==> src/rtl/serial_parity_framer.sv <==
// Framed serial parity unit.
// GEN mode forwards FRAME_BITS data bits through a one-stage output register
// and then appends a parity bit. CHK mode consumes FRAME_BITS data bits plus
// one received parity bit and flags a mismatch. A saturating counter tallies
// CHK mismatches.
module serial_parity_framer #(
    parameter int FRAME_BITS = 8,
    parameter bit ODD        = 1'b1,
    parameter int ERRCNT_W   = 8
) (
    input  logic                clk,
    input  logic                rst,
    input  logic                start,
    input  logic                mode,
    input  logic                abort,
    input  logic                in_valid,
    output logic                in_ready,
    input  logic                din,
    output logic                out_valid,
    input  logic                out_ready,
    output logic                dout,
    output logic                dout_last,
    output logic                busy,
    output logic                frame_done,
    output logic                parity_err,
    output logic [ERRCNT_W-1:0] err_cnt
);

    typedef enum logic [1:0] {
        IDLE,
        DATA,
        PAR,
        DONE
    } state_t;

    localparam logic [6:0] LAST_IDX = 7'(FRAME_BITS - 1);

    state_t     state;
    logic       mode_q;   // 0 = GEN, 1 = CHK
    logic       acc;
    logic [6:0] cnt;
    logic       accept;

    assign busy   = (state != IDLE);
    assign accept = in_valid & in_ready;

    // Input acceptance: GEN data waits for room in the output stage, CHK
    // takes bits freely through DATA and PAR; abort blocks any handshake.
    always_comb begin
        in_ready = 1'b0;
        case (state)
            DATA:    in_ready = mode_q ? 1'b1 : (!out_valid || out_ready);
            PAR:     in_ready = mode_q;
            default: in_ready = 1'b0;
        endcase
        if (abort) in_ready = 1'b0;
    end

    // Frame FSM with registered output stage, result flags and error counter.
    always_ff @(posedge clk) begin
        if (!rst) begin
            state      <= IDLE;
            mode_q     <= 1'b0;
            acc        <= ODD;
            cnt        <= '0;
            out_valid  <= 1'b0;
            dout       <= 1'b0;
            dout_last  <= 1'b0;
            frame_done <= 1'b0;
            parity_err <= 1'b0;
            err_cnt    <= '0;
        end else if (abort) begin
            state      <= IDLE;
            out_valid  <= 1'b0;
            dout_last  <= 1'b0;
            frame_done <= 1'b0;
        end else begin
            case (state)
                IDLE: begin
                    frame_done <= 1'b0;
                    if (start) begin
                        mode_q     <= mode;
                        acc        <= ODD;
                        cnt        <= '0;
                        parity_err <= 1'b0;
                        state      <= DATA;
                    end
                end
                DATA: begin
                    if (accept) begin
                        acc <= acc ^ din;
                        cnt <= cnt + 7'd1;
                        if (!mode_q) begin
                            dout      <= din;
                            dout_last <= 1'b0;
                            out_valid <= 1'b1;
                        end
                        if (cnt == LAST_IDX) state <= PAR;
                    end else if (out_ready) begin
                        out_valid <= 1'b0;
                    end
                end
                PAR: begin
                    if (mode_q) begin
                        if (accept) begin
                            parity_err <= (din != acc);
                            frame_done <= 1'b1;
                            state      <= DONE;
                        end
                    end else if (out_valid && dout_last) begin
                        if (out_ready) begin
                            out_valid  <= 1'b0;
                            dout_last  <= 1'b0;
                            frame_done <= 1'b1;
                            state      <= DONE;
                        end
                    end else if (!out_valid || out_ready) begin
                        // Parity is loaded only once the last data bit has
                        // left (or is leaving) the output stage.
                        dout      <= acc;
                        dout_last <= 1'b1;
                        out_valid <= 1'b1;
                    end
                end
                DONE: begin
                    frame_done <= 1'b0;
                    if (mode_q && parity_err && (err_cnt != '1))
                        err_cnt <= err_cnt + 1'b1;
                    state <= IDLE;
                end
                default: state <= IDLE;
            endcase
        end
    end

endmodule
==> config.mk <==
export PLATFORM = sky130hd
export DESIGN_NAME = serial_parity_framer
export DESIGN_NICKNAME = d
export VERILOG_FILES = /design/src/rtl/serial_parity_framer.sv
export SDC_FILE = /design/constraint.sdc
export NUM_CORES = 1
export LEC_CHECK = 0
export CORE_UTILIZATION = 55
export CTS_CLUSTER_SIZE = 28
export DETAILED_ROUTE_END_ITERATION = 7
export PLACE_DENSITY = 0.79
export SYNTH_ARGS = -nofsm -noshare
export SYNTH_HDL_FRONTEND = slang
export SYNTH_SLANG_ARGS = --single-unit
==> constraint.sdc <==
create_clock -name clk -period 4.5 [get_ports clk]
set_input_delay 0.45 -clock clk [delete_from_list [all_inputs] [get_ports clk]]
set_output_delay 0.45 -clock clk [all_outputs]
set_load 0.05 [all_outputs]
== After elaboration in Yosys (flattened, before gate mapping) ==
Index checks and enable logic that the tools add are counted.
W data, S select, Z words.

* Register bits: 24
* Input port bits: 8
* Output and inout bits: 15
* Word-level logic and storage cells: 104

* $add $sub $neg: 2
* Eq/ne operators: 21
* Muxes and demuxes: 45
* Bitwise gates (word level): 4
* Reductions and logical operators: 22

{| class="wikitable"
|+ Operators with widths
! kind !! count
|-
| $mux W1 || 27
|-
| $ne A2 B2 Y1 const B || 9
|-
| $ne A3 B3 Y1 const B || 6
|-
| $mux W2 || 7
|-
| $mux W7 || 2
|-
| $pmux W1 S2 || 7
|-
| $pmux W7 S2 || 1
|-
| $reduce_and A4 Y1 || 3
|-
| $reduce_and A6 Y1 || 2
|-
| $reduce_bool A2 Y1 || 5
|-
| $add A8 B1 Y8 const B || 1
|-
| $ne A8 B8 Y1 const B || 1
|-
| $pmux W2 S4 || 1
|-
| $add A7 B1 Y7 const B || 1
|-
| $eq A7 B3 Y1 const B || 1
|-
| $reduce_and A7 Y1 || 1
|-
| $reduce_and A3 Y1 || 2
|-
| $reduce_and A5 Y1 || 1
|-
| $eq A2 B2 Y1 const B || 2
|-
| $reduce_or A2 Y1 || 2
|-
| $logic_and A1 B1 Y1 || 3
|-
| $eq A2 B1 Y1 const B || 1
|-
| $logic_not A2 Y1 || 1
|-
| $not A1 Y1 || 2
|-
| other kinds (5) || 5
|}

== Longest topological paths before layout ==
* Depth after elaboration: 9
* Mapped depth: 7
* Gate-level depth less buffers: 6

== Worst setup path after synthesis ==
OpenSTA, ideal clock, no wires.

* Kind: register -> output
* From: register state[0]
* To: output in_ready
* Arrival time: 1.912 ns
* Data required time: 4.050 ns
* Setup slack: 2.138 ns
* Cell stages (with the launch flop): 7
* Path buffers: 2
* Cell sequence: dfxtp_1 inv_1 ha_1 clkbuf_1 clkbuf_1 o21ai_0 a21oi_1

* Longest elaborated chain between the ends: 3
* Elaborated cells between the ends (all ways): 4
* Classes of those cells: eq/ne: 2; mux: 2

{| class="wikitable"
|+ Ends and longest elaborated chain
! element !! line !! text
|-
| from (decl) || 38 || <nowiki>state_t state;</nowiki>
|-
| from (signal assigned) || 62 || <nowiki>state <= IDLE;</nowiki>
|-
| from (signal assigned) || 73 || <nowiki>state <= IDLE;</nowiki>
|-
| from (signal assigned) || 86 || <nowiki>state <= DATA;</nowiki>
|-
| $eq A2 B2 Y1 or $eq A2 B1 Y1 (tied branches) || 51 || <nowiki>case (state)</nowiki>
|-
| $pmux W1 S2 * || 51 ||
|-
| $mux W1 * || 56 || <nowiki>if (abort) in_ready = 1'b0;</nowiki>
|-
| to (decl) || 17 || <nowiki>output logic in_ready,</nowiki>
|}

Every way passes the cells marked *; elsewhere a longest branch is shown, timed or not.

== Worst setup path in the final report ==
Ends and elaborated chain as after synthesis.

==> results.json <==
{
  "leakagePower_nw": 0.6243,
  "wl_um": 3369,
  "final_cell_mix": "dfxtp_1 (24), clkdlybuf4s50_1 (22), nand2_1 (14), nor2_1 (14), a21oi_1 (12)",
  "final_net_count": 210,
  "rsz0062_at_grt": "false",
  "area_growth_pct": 19.01,
  "crit_path_top_delay_cell": "clkdlybuf4s50_1",
  "grt_max_degree": 18,
  "cts_hold_buf": 0,
  "power_density_nw_per_um2": 251.0,
  "p_total_mw": 0.4365,
  "final_common_cell": "dfxtp_1",
  "yosysWarnings": 0,
  "place_congestion": 0.7998,
  "maxCapViolCount": 0,
  "final.setup.tns_ns": 0,
  "holdCritStartpoint": "dout",
  "vias_per_cell": 6.191,
  "synth_ff_type": "dfxtp_1",
  "cts_setup_buffers": 0,
  "vdd_drop_max_uv": 195.2,
  "dr.pass1.iters": 4,
  "regArea_um2": 480.5,
  "path_max_fanout": 17,
  "die_h_um": 53.55,
  "worst_pin_slew_ns": 0.6858,
  "cts_buffers": 3,
  "wl_per_cell_um": 14.97,
  "setup_viol": 0,
  "synth_seq_cells": 24,
  "multiInputGateArea_um2": 918.4,
  "antenna_found_initial": 0,
  "portBuffers": 22,
  "path_clk_slew_ns": 0.14,
  "drtIter0Drc": 39,
  "status": "finished clean",
  "syn_nets": 191,
  "grt_pass1_vias": 1229,
  "cts_buffer_depth": 2,
  "met1_usage_pct": 29.67,
  "dp_hpwl_um": 2500,
  "cts_root_buf": "clkbuf_4",
  "busiest_layer": "met2",
  "grt_pass1_wl_um": 5395,
  "fin_crit_ns": 2.842,
  "ant_nets": 0,
  "start_kind": "register",
  "whs_path_depth": 2,
  "drc_errors": 0,
  "period_share_pct": 63.17,
  "rows": 18,
  "htreeDepth": 1,
  "cp_data_required_time_ns": 4.05,
  "grt_overflow": 0,
  "async_flop_share_pct": 0,
  "worstPathArrival_ns": 2.39,
  "r2r-start": "state[1]",
  "fin_util_pct": 69.57,
  "worstPathCellList": "inv_1 -> ha_1 -> o21ai_0 -> a21oi_1 -> clkdlybuf4s50_1",
  "syn_inst": 177,
  "use_met2_pct": 45.42,
  "worstSetupEndpointType": "primary output",
  "hold_class": "reg2reg",
  "synth_edf_count": 0,
  "diodes": 0,
  "r2r_cells": 6,
  "final_cell_area_um2": 1739,
  "grtUsageTotal_pct": 25.40,
  "clkSinkCount": 24,
  "timing.fmax_mhz": 351.8,
  "crit_type": "reg2out",
  "critPathMaxStageDelay_ns": 0.81,
  "route.vias.total": 1393,
  "post_dp_cell_area_um2": 1687,
  "drv_slew": 0,
  "ys_seq_area_share_pct": 32.88,
  "min_to": "dout",
  "slew_headroom_pct": 53.66,
  "hold_ws_ns": 0.4901,
  "dieArea_um2": 2867,
  "drive_gt1_share_pct": 3.077,
  "fin_worst_skew_ns": 0.01065,
  "r2r-end": "cnt[3]",
  "syn_area_per_cell_um2": 8.257,
  "core_area_um2": 2500,
  "clk-insertion-delay-late_ns": 0.31,
  "floorplan.initialDensity_pct": 58.46,
  "ys_types": 41,
  "fillers": 207,
  "num_io_pins": 23,
  "final_hold_viol_count": 0,
  "die_x_um": 53.55,
  "cts_tree": "done",
  "reg2reg_slack_ns": 2.25,
  "cts_resized": 0,
  "gr-usage-met3_pct": 5.085,
  "syn_area_um2": 1461
}
## kinds of logic (layout without fill, tap and decap cells)
group / Yosys count / count (layout) / share of synthesized area, %
compound gates: 42 / 42 / 19.52
xor+xnor: 6 / 6 / 3.596
buf+inv: 16 / 34 / 4.281
simple gates: 75 / 75 / 29.11
mux: 8 / 8 / 5.480
flops: 24 / 24 / 32.88
fa+ha+maj: 6 / 6 / 5.137
## per-layer routing
layer | up-vias | share of wire [%]
li1 | 683 | -
met1 | 666 | 45
met2 | 36 | 50
met3 | 8 | 3.7
met4 | 0 | 1.3
met5 | - | 0
## synthesized netlist by cell type, types with 5 or more instances
library cell,n,share of area [%]
o21ai_1,5,1.7
nand2_1,14,3.6
or3_1,7,3.0
xor2_1,6,3.6
a21oi_1,12,4.1
ha_1,6,5.1
dfxtp_1,24,33
clkbuf_1,5,1.3
mux2i_1,8,5.5
inv_1,8,2.1
o21ai_0,5,1.7
nand3_1,6,2.1
nor2_1,14,3.6
## worst max-delay path, delay by kind of cell (launching register included)
kind                     cells  cell delay (ns)
buffers and inverters        2             0.90
adder cells (fa/ha/maj)      1             0.48
flip-flops                   1             0.37
AO/OA/AOI/OAI                2             0.33
## cell type report
cell class / instances / share of cell area, %
Sequential cell: 24 / 27.63
Clock inverter: 1 / 1.727
Multi-Input combinational cell: 137 / 52.81
Clock buffer: 3 / 1.295
Inverter: 8 / 1.727
Tap cell: 30 / 2.158
Timing Repair Buffer: 22 / 12.66
## stage by stage
step                      worst slack (ns)  instances
after floorplan                      2.138        177
after global placement               1.870        221
after detailed placement             1.795        221
after CTS                            1.667        225
after global routing                 1.551        225
final                                1.658        225
## registers in the layout (all words and copies together), names as in the netlist
register,flops
acc,1
cnt,7
dout,1
dout_last,1
err_cnt,8
frame_done,1
mode_q,1
out_valid,1
parity_err,1
state,2
## worst max-delay path by stage
stage          startpoint        to  slack [ns]  depth (start not counted)
3_5_place_dp    out_ready  in_ready        1.79                          5
5_1_grt          state[0]  in_ready        1.55                          5
6_report         state[0]  in_ready        1.66                          5
2_1_floorplan    state[0]  in_ready        2.14                          6
4_1_cts          state[0]  in_ready        1.67                          5
3_3_place_gp    out_ready  in_ready        1.87                          5
## report_power, final
part,switching [mW],internal [mW],total [mW]
Combinational,0.0367,0.0234,0.0601
Sequential,0.00375,0.215,0.219
Clock,0.0673,0.0900,0.157
Total,0.108,0.329,0.436
Power figures use the tool's default switching activity.
==> patch 1: new RTL, same settings <==
Change the parameter `ODD` from 1'b1 to 1'b0.
--- a/src/rtl/serial_parity_framer.sv
+++ b/src/rtl/serial_parity_framer.sv
@@ -5,7 +5,7 @@
 // CHK mismatches.
 module serial_parity_framer #(
     parameter int FRAME_BITS = 8,
-    parameter bit ODD        = 1'b1,
+    parameter bit ODD        = 1'b0,
     parameter int ERRCNT_W   = 8
 ) (
     input  logic                clk,
Check against the original RTL: same outputs for any inputs over 10 cycles, from zero or initial values and one cycle with rst low; that may be too few to reach the edited logic, so the function may still have changed.
==> patch 1 against the unedited design <==
Clock skew down 0.0065 ns; cell area down 3.8%; sequential cell count unchanged; non-clock buffer count unchanged; worst hold slack better by 0.040 ns; total power down 1.3%; setup slack worse by 0.17 ns; die area down 4.5%; synthesized area down 4.7%; register-to-register slack worse by 0.04 ns; wire length down 17%; core utilization up 3.3 points.
==> patch 1: results (changes against the unedited design) <==
- Status: completed
- Routed wire length: 2780 um (-17%)
- Mapped Cells: 157 (-11%)
- Dpl cell area: 1620 um^2 (-3.9%)
- Vias in the first global route: 1,068 (-13%)
- Layout cell share with drive strength beyond 1: 0.0508 (+0.0201)
- Place WS: 1.64 ns (-0.155 ns)
- Hold slack: 0.530 ns (+0.0399 ns)
- # fillers: 191 (-7.7%)
- Worst VDD drop: 252 uV (+29%)
- Cells on worst reg2reg path: 7 (+1)
- Met2 Wirelength: 1310 um (-21%)
- Worst r2r dst: state[1]
- Met2 usage: 0.371 (-0.0829)
- GRT Total Usage: 0.227 (-0.0267)
- Final Wtd Congestion: 0.850 (+6.3%)
- Slowest stage delay, CP: 0.85 ns (+0.04 ns)
- Post-layout nets: 192 (-8.6%)
- Max Clock Freq: 332 MHz (-5.6%)
- Synth top area cells: dfxtp_1, xnor2_1, ha_1
- Post-synthesis net count: 171 (-10%)
- Detailed router's first-iteration violation count: 14 (-64%)
- WL met3: 80 um (-37%)
- Max-Slew Margin vs Limit: 0.610 (+0.0736)
- Pin count of the biggest net entering global routing: 16 (-2)
- List of most frequent post-synthesis cells: dfxtp_1, xnor2_1, nand2_1, nor2_1
- Via/cell ratio: 5.71 (-7.8%)
[patch 1: where the power goes]
| group | internal [mW] | total [mW] | switching (mW) | leakage (nW) |
|---|---|---|---|---|
| Combinational | 0.0237 | 0.0575 | 0.0338 | 0.371 |
| Clock | 0.0900 | 0.153 | 0.0633 | 0.0279 |
| Sequential | 0.216 | 0.220 | 0.00422 | 0.194 |
| Total | 0.330 | 0.431 | 0.101 | 0.593 |
[patch 1: cells by family after synthesis]
| group | synth area share |
|---|---|
| XOR/XNOR | 0.0943 |
| multiplexers | 0.0288 |
| AND/OR/NAND/NOR | 0.263 |
| adder cells (fa/ha/maj) | 0.0539 |
| AO/OA/AOI/OAI | 0.173 |
| flip-flops | 0.345 |
| buffers and inverters | 0.0413 |
[patch 1: cell type report]
cell class / count / area share
Inverter: 8 / 0.0180
Multi-Input combinational cell: 119 / 0.511
Timing Repair Buffer: 22 / 0.132
Sequential cell: 24 / 0.287
Clock buffer: 3 / 0.0135
Clock inverter: 1 / 0.0180
Tap cell: 28 / 0.0209
==> patch 2: new RTL, config.mk and constraints unchanged <==
Without the edit above. Encoding of `state_t`: now Gray code (2 bits for 4 states).
--- a/src/rtl/serial_parity_framer.sv
+++ b/src/rtl/serial_parity_framer.sv
@@ -27,10 +27,10 @@
 );
 
     typedef enum logic [1:0] {
-        IDLE,
-        DATA,
-        PAR,
-        DONE
+        IDLE = 2'b00,
+        DATA = 2'b01,
+        PAR  = 2'b11,
+        DONE = 2'b10
     } state_t;
 
     localparam logic [6:0] LAST_IDX = 7'(FRAME_BITS - 1);
Function: no difference found for any inputs over 10 cycles, from zero or initial values and one cycle with rst low; not proved beyond that.
==> patch 2 against the unedited design <==
Worst hold slack improved by 0.012 ns; sequential cell count unchanged; count of clock-buffer cells in the layout increased by 1; synthesized area decreased by 7.8%; total power decreased by 14%; die area decreased by 7.5%; setup slack improved by 0.011 ns; critical endpoint unchanged; wire length decreased by 15%; clock skew decreased by 0.0034 ns; cell area decreased by 8.1%.
==> patch 2: results (changes against the unedited design) <==
- Reg-to-reg startpoint: state[1]
- Post-layout nets: 193 (-8.1%)
- Met3 Use GR: 0.0380 (-0.0128)
- M1 wire length: 1400 um (-8.2%)
- Mean post-synth cell area: 8.27 um^2 (+0.13%)
- GRT Total Usage: 0.230 (-0.0244)
- Critical Path AT: approximately 2.4 ns
- Initial antenna violation count: 0 (unchanged)
- Post-synthesis net count: 173 (-9.4%)
- Dpl cell area: 1560 um^2 (-7.3%)
- Place WS: 1.81 ns (+0.0106 ns)
- R2r setup slk: 2.65 ns (+0.40 ns)
- Port bufs: 22 (unchanged)
- Worst VDD drop: 198 uV (+1.2%)
- Post-synth cell types: 45 (+9.8%)
- Status: completed
- Layout cell share with drive strength beyond 1: 0.0549 (+0.0242)
- Max Clock Freq: 353 MHz (+0.38%)
- Drt first pass iters: 4 (unchanged)
- H-tree depth: 1 (unchanged)
- CTS Buffer Depth: 2 (unchanged)
- Int Power: 0.280 mW (-15%)
- Pin count of the biggest net entering global routing: 16 (-2)
- Worst r2r dst: err_cnt[5]
- Worst min path class: register to register
- Synth top area cells: dfxtp_1, mux2i_1, a21oi_1
- Max-Slew Margin vs Limit: 0.651 (+0.115)
- First-pass GRT wire length: 4640 um (-14%)
- Clock Tree Root: clkbuf_4
- Routed len/inst: 13.6 um (-8.9%)
- Met2 Wirelength: 1350 um (-19%)
- WL met3: 89 um (-29%)
- Met1 Use GR: 0.305 (+0.00800)
- Post-synthesis sequential area ratio: 0.357 (+0.0278)
- Detailed router's first-iteration violation count: 34 (-13%)
- Leakage: 0.536 nW (-14%)
- Max Used Layer: met4
- Worst-Skew Late Latency: between 0.3 and 0.4 ns
- Maxcap violations: 0 (unchanged)
- List of most frequent post-synthesis cells: dfxtp_1, nand2_1, a21oi_1, nor2_1
- Largest regs: err_cnt (8), cnt (7), state (2)
- Final Wtd Congestion: 0.820 (+2.5%)
- Clock skew: 0.00728 ns (-0.00337 ns)
- Final non-filler cell total: 210 (-6.7%)
- Crit Path Max Fanout: 11 (-6)
- Vias in the first global route: 1,080 (-12%)
- Via count: 1,259 (-9.6%)
- Detailed Place HPWL: 2120 um (-15%)
- Met2 usage: 0.387 (-0.0667)
- Cells on worst reg2reg path: 4 (-2)
patch 2: worst min path at each step:
| stage | start | endpoint | slack [ns] | cells after the start |
|---|---|---|---|---|
| 5_1_grt | cnt[1] | cnt[1] | 0.52 | 2 |
| 2_1_floorplan | cnt[1] | cnt[1] | 0.46 | 2 |
| 3_5_place_dp | frame_done | frame_done | 0.47 | 2 |
| 4_1_cts | cnt[1] | cnt[1] | 0.50 | 2 |
| 3_3_place_gp | frame_done | frame_done | 0.45 | 2 |
| 6_report | cnt[1] | cnt[1] | 0.50 | 2 |
patch 2: power groups by stage:
stage / combinational [mW] / clock, mW / sequential (mW)
6_report: 0.0386 / 0.118 / 0.218
4_1_cts: 0.0384 / 0.117 / 0.218
5_1_grt: 0.0416 / 0.128 / 0.219
3_3_place_gp: 0.0374 / 0 / 0.223
2_1_floorplan: 0.0269 / 0 / 0.221
3_5_place_dp: 0.0381 / 0 / 0.223
patch 2: final cells by class:
| class | count | area (um^2) |
|---|---|---|
| Tap cell | 28 | 35.0 |
| Timing Repair Buffer | 22 | 220 |
| Fill cell | 200 | 656 |
| Multi-Input combinational cell | 124 | 797 |
| Clock buffer | 4 | 36.3 |
| Sequential cell | 24 | 480 |
| Inverter | 8 | 30.0 |
patch 2: cell families (layout without fill, tap and decap cells):
logic type      count (synthesis)  count (layout)  share of synthesized area
fa+ha+maj                       2               2                     0.0186
compound gates                 39              39                      0.192
simple gates                   74              74                      0.315
flops                          24              24                      0.357
buf+inv                        15              34                     0.0520
xor+xnor                        1               1                    0.00650
mux                             8               8                     0.0594
patch 2: worst max-delay path: stages, from the launching register on:
cell and delay (ns):
dfxtp_1 0.59, inv_1 0.23, nor2_1 0.27, o21a_1 0.17, clkdlybuf4s50_1 0.79
